$ cat src/rtl/bcd_updown_counter.sv
// Packed-BCD up/down counter with enable, parallel load, synchronous clear and
// wrap/saturate limit handling. All outputs are registered.
module bcd_updown_counter #(
  parameter int                  DIGITS   = 5,
  parameter bit                  SATURATE = 1'b0,
  parameter logic [4*DIGITS-1:0] MAX_BCD  = {DIGITS{4'h9}}
) (
  input  logic                clk,
  input  logic                nReset,
  input  logic                clear_i,
  input  logic                load_i,
  input  logic [4*DIGITS-1:0] load_value_i,
  input  logic                en_i,
  input  logic                up_i,
  output logic [4*DIGITS-1:0] value_o,
  output logic                wrap_o,
  output logic                at_max_o,
  output logic                at_zero_o,
  output logic                load_err_o
);

  localparam int W = 4 * DIGITS;

  logic [W-1:0] value_q, value_d;
  logic         wrap_q, wrap_d;
  logic         load_err_q, load_err_d;
  logic         at_max_q, at_max_d;
  logic         at_zero_q, at_zero_d;

  logic [W-1:0] inc_v, dec_v, sane_v;
  logic         digit_fixed, over_max;

  // Ripple increment: digits at 9 roll to 0 until the first non-9 digit.
  always_comb begin : inc_chain
    logic carry;
    carry = 1'b1;
    inc_v = value_q;
    for (int i = 0; i < DIGITS; i++) begin
      if (carry) begin
        if (value_q[4*i +: 4] == 4'd9) begin
          inc_v[4*i +: 4] = 4'd0;
        end else begin
          inc_v[4*i +: 4] = value_q[4*i +: 4] + 4'd1;
          carry           = 1'b0;
        end
      end
    end
  end

  always_comb begin : dec_chain
    logic borrow;
    borrow = 1'b1;
    dec_v  = value_q;
    for (int i = 0; i < DIGITS; i++) begin
      if (borrow) begin
        if (value_q[4*i +: 4] == 4'd0) begin
          dec_v[4*i +: 4] = 4'd9;
        end else begin
          dec_v[4*i +: 4] = value_q[4*i +: 4] - 4'd1;
          borrow          = 1'b0;
        end
      end
    end
  end

  always_comb begin : load_fix
    sane_v      = load_value_i;
    digit_fixed = 1'b0;
    for (int i = 0; i < DIGITS; i++) begin
      if (load_value_i[4*i +: 4] > 4'd9) begin
        sane_v[4*i +: 4] = 4'd9;
        digit_fixed      = 1'b1;
      end
    end
  end

  // With every digit <= 9, BCD ordering equals plain unsigned ordering.
  assign over_max = (sane_v > MAX_BCD);

  always_comb begin : next_state
    value_d    = value_q;
    wrap_d     = 1'b0;
    load_err_d = 1'b0;
    if (clear_i) begin
      value_d = '0;
    end else if (load_i) begin
      value_d    = over_max ? MAX_BCD : sane_v;
      load_err_d = digit_fixed | over_max;
    end else if (en_i) begin
      if (up_i) begin
        if (value_q == MAX_BCD) begin
          wrap_d  = 1'b1;
          value_d = SATURATE ? value_q : '0;
        end else begin
          value_d = inc_v;
        end
      end else begin
        if (value_q == '0) begin
          wrap_d  = 1'b1;
          value_d = SATURATE ? value_q : MAX_BCD;
        end else begin
          value_d = dec_v;
        end
      end
    end
    at_max_d  = (value_d == MAX_BCD);
    at_zero_d = (value_d == '0);
  end

  always_ff @(posedge clk) begin
    if (!nReset) begin
      value_q    <= '0;
      wrap_q     <= 1'b0;
      load_err_q <= 1'b0;
      at_max_q   <= 1'b0;
      at_zero_q  <= 1'b1;
    end else begin
      value_q    <= value_d;
      wrap_q     <= wrap_d;
      load_err_q <= load_err_d;
      at_max_q   <= at_max_d;
      at_zero_q  <= at_zero_d;
    end
  end

  assign value_o    = value_q;
  assign wrap_o     = wrap_q;
  assign load_err_o = load_err_q;
  assign at_max_o   = at_max_q;
  assign at_zero_o  = at_zero_q;

endmodule

$ cat config.mk
export PLATFORM = sky130hd
export DESIGN_NAME = bcd_updown_counter
export DESIGN_NICKNAME = d
export VERILOG_FILES = /design/src/rtl/bcd_updown_counter.sv
export SDC_FILE = /design/constraint.sdc
export NUM_CORES = 1
export LEC_CHECK = 0
export ABC_CLOCK_PERIOD_IN_PS = 2600
export CAP_MARGIN = 15
export CORE_MARGIN = 2
export CORE_UTILIZATION = 48
export DETAILED_ROUTE_END_ITERATION = 7
export PLACE_DENSITY = 0.87
export SLEW_MARGIN = 20
export SYNTH_ARGS = -nofsm -noshare
export SYNTH_HDL_FRONTEND = slang
export SYNTH_SLANG_ARGS = --single-unit
$ cat constraint.sdc
create_clock -name clk -period 2.6 [get_ports clk]
set_input_delay 0.26 -clock clk [delete_from_list [all_inputs] [get_ports clk]]
set_output_delay 0.26 -clock clk [all_outputs]
set_load 0.02 [all_outputs]
==> run_results.csv, run 1 <==
group,metric,value,unit
status,violations,"negative setup slack",
synth,ys.flop_type,"dfxtp_1",
synth,synth-seq-area-share,17.89,%
setup_path,path_buf_inv,3,
hold_path,hold_path_end,"value_o[17]$_SDFF_PN0_",
cells_and_area,fin_area,4285,sq um
clock_tree,worstSkewPairLatency,0.29,ns
synth,synth_top_area_share,17.89,%
setup_path,cp_cell_sequence,"inv_4 -> buf_6 -> ha_4 -> and3b_2 -> buf_6 -> o2111ai_1 -> a211o_1 -> a32oi_2 -> or4b_4 -> o41ai_2",
route,final_antenna_net_count,0,
power_and_ir_drop,ir_drop,0.0002313,V
sta,min_period,2.630,ns
hold_path,min_from,"load_value_i[17]",
setup_path,required,2.80,ns
cells_and_area,nFillCells,392,
setup_path,worst-r2r-setup-slack,-0.03,ns
synth,netlist_area,2685,sq um
setup_path,r2r-start,"value_o[1]$_SDFF_PN0_",
route,dr.pass1.iters,5,
clock_tree,numCtsBuffers,3,
clock_tree,cts.clk_slew.worst_paths,0.11,ns
synth,synthesis.nets,389,
setup_path,critPathArrivalTime,2.83,ns
synth,syn_inst,348,
setup_path,critPathMaxFanout,5,
die,io_pins,50,
cells_and_area,utilization,78.79,%
sta,slew_headroom,48.39,%
setup_path,rr_worst_depth,10,
synth,ys_warn_count,0,
cells_and_area,drive_gt1_share,35.71,%
setup_path,worst_path_largest_cell_delay,0.48,ns
place,io_buffer_count,49,
synth,synthArstFlopShare,0,%
synth,synth_area_per_cell,7.716,sq um
die,fp.dieH,78.79,um
sta,tightest_slew,0.7546,ns
route,vias_per_cell,6.457,
synth,ys_types,74,
setup_path,crit_path_start_kind,"flip-flop",
sta,setup_violations,1,
clock_tree,cts_root_buf,"clkbuf_8",
place,dpl_cell_area,3871,sq um
cells_and_area,synthToLayoutAreaGrowth,59.60,%
sta,drv_slew,0,
die,core,5439,sq um
sta,hold_ws,0.6866,ns
setup_path,path_class,"flip-flop to flip-flop",
power_and_ir_drop,p_leak,0.001839,uW
run,maxCapViolCount,0,
route,routed_wl,11.80,mm
setup_path,r2r_end,"at_zero_o$_SDFF_PN1_",
synth,synth_edf_count,0,
cells_and_area,fin_nets,532,
clock_tree,cts_max_path_buffers,2,
setup_path,path_delay_family,"compound AO/OA/AOI/OAI gates",
synth,yosysTopAreaCell,"dfxtp_1",
cells_and_area,antennaDiodeCount,0,
grt,grt.overflow.total,0,
route,initialDrtViolationCount,484,
sta,skew,0.004246,ns
grt,gr-usage-all-layers,37.02,%
place,place_congestion,1.008,
sta,rsz0062_at_grt,"true",
sta,worst_slack,-0.03007,ns
clock_tree,clock_sink_count,24,
grt,grt_antenna_before_repair,0,
synth,synthTopCellsByArea,"dfxtp_1 18%, ha_1 7.0%, nor2_1 3.8%",
grt,grt_pass1_wl,17.77,mm
die,die_area,6208,sq um
setup_path,critPathCaptureType,"flip-flop",
die,fp-row-count,27,
die,initial_core_util,49.37,%
clock_tree,htreeDepth,1,
route,wire_per_inst,20.99,um
hold_path,hold_depth,3,
cells_and_area,final_cells,562,
setup_path,crit_path_frequent_cell,"buf_6",
power_and_ir_drop,p_per_area,328.0,nW/um^2
place,placed_cells,542,
setup_path,crit_path_top_delay_cell,"or4b_4",
grt,grt_max_degree,16,
place,post-dp-hpwl,8.759,mm
sta,hold_viol_final,0,
place,pre_cts_ws,-0.2869,ns
sta,fmax,380.2,MHz
sta,min_period_over_period,101.2,%
route,drc,0,
die,fp.dieW,78.79,um
grt,grt_pass1_vias,3374,
hold_path,hp-class,"input pin to flip-flop",
status,outcome,"complete, but fails checks",
clock_tree,cts_tree,"yes",
synth,ys_ff_latch,24,
route,via_count,3629,
cell type report:
cell class | instances | area, sq um | area share [%]
clock buffers | 3 | 41.29 | 0.9635
flip-flops and latches | 24 | 490.5 | 11.45
multi-input cells | 275 | 2163 | 50.48
clock inverters | 1 | 30.03 | 0.7007
inverters | 24 | 92.59 | 2.161
well taps | 72 | 90.09 | 2.102
repair buffers | 163 | 1378 | 32.15
logic make-up (layout without fill, tap and decap cells):
logic type	count (synthesis)	in the layout	synth area share [%]
AND/OR/NAND/NOR	139	139	33.27
AO/OA/AOI/OAI	116	116	31.32
buffers and inverters	49	191	8.760
adder cells (fa/ha/maj)	15	15	6.990
flip-flops	24	24	17.89
XOR/XNOR	2	2	0.6525
multiplexers	3	3	1.118
worst max path at each step:
stage	from	to	slack [ns]	depth (start not counted)
2_1_floorplan	value_o[1]$_SDFF_PN0_	at_zero_o$_SDFF_PN1_	0.009	9
3_5_place_dp	value_o[0]$_SDFF_PN0_	at_zero_o$_SDFF_PN1_	-0.29	9
5_1_grt	value_o[5]$_SDFF_PN0_	at_zero_o$_SDFF_PN1_	-0.16	11
4_1_cts	value_o[0]$_SDFF_PN0_	at_zero_o$_SDFF_PN1_	0.001	10
3_3_place_gp	value_o[0]$_SDFF_PN0_	at_zero_o$_SDFF_PN1_	-0.28	9
6_report	value_o[1]$_SDFF_PN0_	at_zero_o$_SDFF_PN1_	-0.03	10
where the power goes:
part / switching, uW / internal (uW)
logic: 321 / 314
registers: 20.2 / 383
clock network: 161 / 207
total: 501 / 904
layout by cell type, fill, tap and decap left out, drive strengths merged, types with 8 or more instances in the layout:
master	n
a21oi	20
a31oi	11
buf	114
clkdlybuf4s50	49
dfxtp	24
ha	15
inv	23
nand2	13
nand3	9
nand4	8
nor2	27
nor3	15
nor3b	8
o21ai	21
through the flow:
stage | setup TNS [ns] | total power, uW
5_1_grt | -0.2141 | 1442
3_5_place_dp | -0.4099 | 951.3
6_report | -0.03007 | 1406
2_1_floorplan | 0 | 680.5
4_1_cts | 0 | 1324
3_3_place_gp | -0.3909 | 945.9
sequential cells by signal, summed over array words and instances, names as in the netlist:
signal / count
at_zero_o: 1
at_max_o: 1
load_err_o: 1
wrap_o: 1
value_o: 20
routing by layer:
| metal | GRT usage, % | vias to the layer above | share of wire, % | routed length [um] |
|---|---|---|---|---|
| met5 | 0 | - | 0 | 0 |
| met1 | 47.27 | 1685 | 39 | 4580 |
| met2 | 62.74 | 270 | 47 | 5573 |
| li1 | - | 1626 | - | - |
| met3 | 5.000 | 48 | 10 | 1184 |
| met4 | 15.09 | 0 | 3.9 | 461 |
worst reg2reg max path: stages (launching register included):
cell	delay [ns]
dfxtp_2	0.35
inv_4	0.07
buf_6	0.10
ha_4	0.15
and3b_2	0.28
buf_6	0.12
o2111ai_1	0.10
a211o_1	0.30
a32oi_2	0.23
or4b_4	0.48
o41ai_2	0.35
synth_stat cells (4+ instances only):
cell,n
a211o_1,5
a211oi_1,4
a21o_1,4
a21oi_1,20
a221oi_1,6
a31oi_1,11
and2_1,5
and3_1,6
buf_2,8
buf_6,5
clkbuf_1,8
dfxtp_1,24
ha_1,15
inv_1,23
nand2_1,13
nand2b_1,6
nand3_1,9
nand4_1,6
nand4b_1,4
nor2_1,27
nor2b_1,6
nor3_1,15
nor3b_1,5
nor4_1,6
o211ai_1,4
o21ai_0,19
o311ai_0,4
repair_timing:
| action | in CTS | in global routing |
|---|---|---|
| resized for setup | 16 | 40 |
| setup endpoints to repair | 3 | 3 |
| setup buffers | 2 | 15 |
| hold buffers | 0 | 0 |
| pin swaps | 6 | 22 |
| gates cloned | 0 | 0 |
(Power assumes the default switching activity.)
==> run 2, diff against run 1 <==
HOLD_SLACK_MARGIN = 0.08   (was default)
==> results of run 2 <==
The final DEF is identical to that of run 1; final timing and power are the same.
==> run 3, diff against run 2 <==
CAP_MARGIN = 20   (was 15)
SETUP_SLACK_MARGIN = 0.4   (was default)
==> run 3 against run 2 <==
The run now ends clean. Hold slack improved by 0.013 ns. Die area did not move. Clock skew is 0.0023 ns lower. Critical path depth fell by 1. Clock-buffer cell count is the same. Via count is 2.2% higher.
==> run_results.csv, run 3 (synthesis gave the netlist of run 1 again) <==
group,metric,value,unit
clock_tree,htreeDepth,1,
cells_and_area,largest_reg_flops,20,
power_and_ir_drop,p_leak,0.001832,uW
route,vias_per_cell,6.758,
sta,tightest_slew,0.9704,ns
sta,drv_slew,0,
cells_and_area,fin_nets,520,
setup_path,crit_path_start_kind,"flip-flop",
clock_tree,cts.clk_slew.worst_paths,0.09,ns
place,post-dp-hpwl,8.563,mm
route,routed_wl,12.45,mm
power_and_ir_drop,seq_power_share,30.3,%
sta,hold_ws,0.6992,ns
sta,slew_headroom,33.64,%
sta,min_period_over_period,97.99,%
setup_path,r2r-start,"value_o[3]$_SDFF_PN0_",
setup_path,cp-startpoint,"value_o[3]$_SDFF_PN0_",
route,via_count,3710,
clock_tree,cts_root_buf,"clkbuf_8",
status,outcome,"complete, no violations",
sta,skew,0.001960,ns
die,die_area,6208,sq um
die,fp.dieH,78.79,um
die,initial_core_util,49.37,%
die,io_pins,50,
cells_and_area,nFillCells,334,
grt,grt_antenna_before_repair,0,
place,place_congestion,1.038,
setup_path,required,2.79,ns
setup_path,rr_worst_depth,9,
setup_path,path_class,"flip-flop to flip-flop",
route,wire_per_inst,22.67,um
power_and_ir_drop,p_per_area,302.3,nW/um^2
grt,gr-usage-all-layers,38.25,%
setup_path,critPathCaptureType,"flip-flop",
route,drc,0,
clock_tree,cts_max_path_buffers,2,
power_and_ir_drop,clockPowerShare,17.5,%
route,dr.pass1.iters,5,
sta,min_period,2.548,ns
setup_path,crit_path_frequent_cell,"buf_4",
sta,fmax,392.5,MHz
cells_and_area,drive_gt1_share,39.41,%
setup_path,critPathMaxFanout,7,
setup_path,worst_path_largest_cell_delay,0.55,ns
power_and_ir_drop,p_sw_share,38.28,%
power_and_ir_drop,total_power,1339,uW
sta,setup_tns,0,ns
clock_tree,clock_sink_count,24,
cells_and_area,synthToLayoutAreaGrowth,64.96,%
clock_tree,cts_tree,"yes",
die,core,5439,sq um
grt,grt_max_degree,16,
grt,grt_pass1_vias,3500,
sta,rsz0062_at_grt,"true",
setup_path,r2r_end,"at_zero_o$_SDFF_PN1_",
cells_and_area,layout_common_cells,"89 x buf_4, 49 x clkdlybuf4s50_1, 26 x nor2_1, 18 x o21ai_0, 18 x a21oi_1",
clock_tree,cts-hold-fix-buffers,0,
cells_and_area,antennaDiodeCount,0,
hold_path,hold_path_end,"value_o[16]$_SDFF_PN0_",
power_and_ir_drop,power.internal,826.4,uW
power_and_ir_drop,p_sw,512.4,uW
cells_and_area,utilization,81.44,%
clock_tree,worstSkewPairLatency,0.27,ns
hold_path,hp-class,"input pin to flip-flop",
grt,grt_pass1_wl,18.41,mm
setup_path,worst-r2r-setup-slack,0.05,ns
die,fp-row-count,27,
power_and_ir_drop,ir_drop,0.0003109,V
grt,grt.overflow.total,0,
place,dpl_cell_area,3785,sq um
hold_path,hold_depth,4,
hold_path,min_from,"load_value_i[16]",
run,maxCapViolCount,0,
route,initialDrtViolationCount,433,
power_and_ir_drop,p_comb_share,52.2,%
setup_path,cp_cell_sequence,"buf_4 -> and3b_2 -> buf_6 -> buf_4 -> a31oi_2 -> o211ai_2 -> a221oi_2 -> or4b_4 -> o41ai_2",
place,io_buffer_count,49,
setup_path,critPathArrivalTime,2.73,ns
sta,setup_violations,0,
cells_and_area,layout_commonest_cell,"buf_4",
sta,hold_viol_final,0,
route,final_antenna_net_count,0,
die,fp.dieW,78.79,um
cells_and_area,fin_area,4429,sq um
setup_path,crit_path_top_delay_cell,"or4b_4",
clock_tree,numCtsBuffers,3,
## run 3: cell count changes in the layout (fill, tap and decap cells not counted), sizes merged
cell,delta
buf,-12
bufinv,-1
## run 3: timing repair
action | in CTS | in global routing
pin swaps | 23 | 22
buffers inserted | 18 | 13
gates cloned | 0 | 0
endpoints found under the setup margin | 10 | 10
resized for setup | 40 | 29
## run 3: worst max-delay path by stage
stage	to	slack (ns)
after CTS	at_zero_o$_SDFF_PN1_	0.13
after global placement	at_zero_o$_SDFF_PN1_	-0.15
after global routing	at_zero_o$_SDFF_PN1_	-0.007
after floorplan	at_zero_o$_SDFF_PN1_	0.26
after detailed placement	at_zero_o$_SDFF_PN1_	-0.18
final	at_zero_o$_SDFF_PN1_	0.05
## run 3: power by group through the flow
stage | registers [uW] | logic (uW) | clock network, uW
global placement | 410 | 530 | 0
finish | 406 | 699 | 234
CTS | 403 | 623 | 229
global route | 407 | 729 | 243
floorplan | 424 | 279 | 0
detailed placement | 411 | 535 | 0
## run 3: final cells by class
class / instances / area, sq um / area share [%]
timing repair buffer: 151 / 1331 / 30.06
tap: 72 / 90.09 / 2.034
clock buffer: 3 / 41.29 / 0.9322
inverter: 24 / 102.6 / 2.316
sequential: 24 / 508.0 / 11.47
multi-input combinational: 275 / 2356 / 53.19
## run 3: stage by stage
step / worst slack, ns / std cells
5_1_grt: -0.006529 / 549
2_1_floorplan: 0.2572 / 348
6_report: 0.05231 / 549
3_5_place_dp: -0.1784 / 515
4_1_cts: 0.1348 / 536
3_3_place_gp: -0.1548 / 515
## run 3: metal layers
| layer | up-vias | wire, um | track usage, % |
|---|---|---|---|
| met5 | - | 0 | 0 |
| met4 | 0 | 778 | 20.18 |
| met3 | 83 | 1296 | 4.773 |
| met2 | 317 | 5610 | 60.68 |
| met1 | 1704 | 4760 | 50.70 |
| li1 | 1606 | - | - |
## run 3: worst max-delay path: cells and delay by family, from the launching register on
family,cells,cell delay (ns)
and+or+nand+nor,2,0.87
DFF,1,0.47
AOI/OAI and AO/OA,4,0.62
buffers and inverters,3,0.50
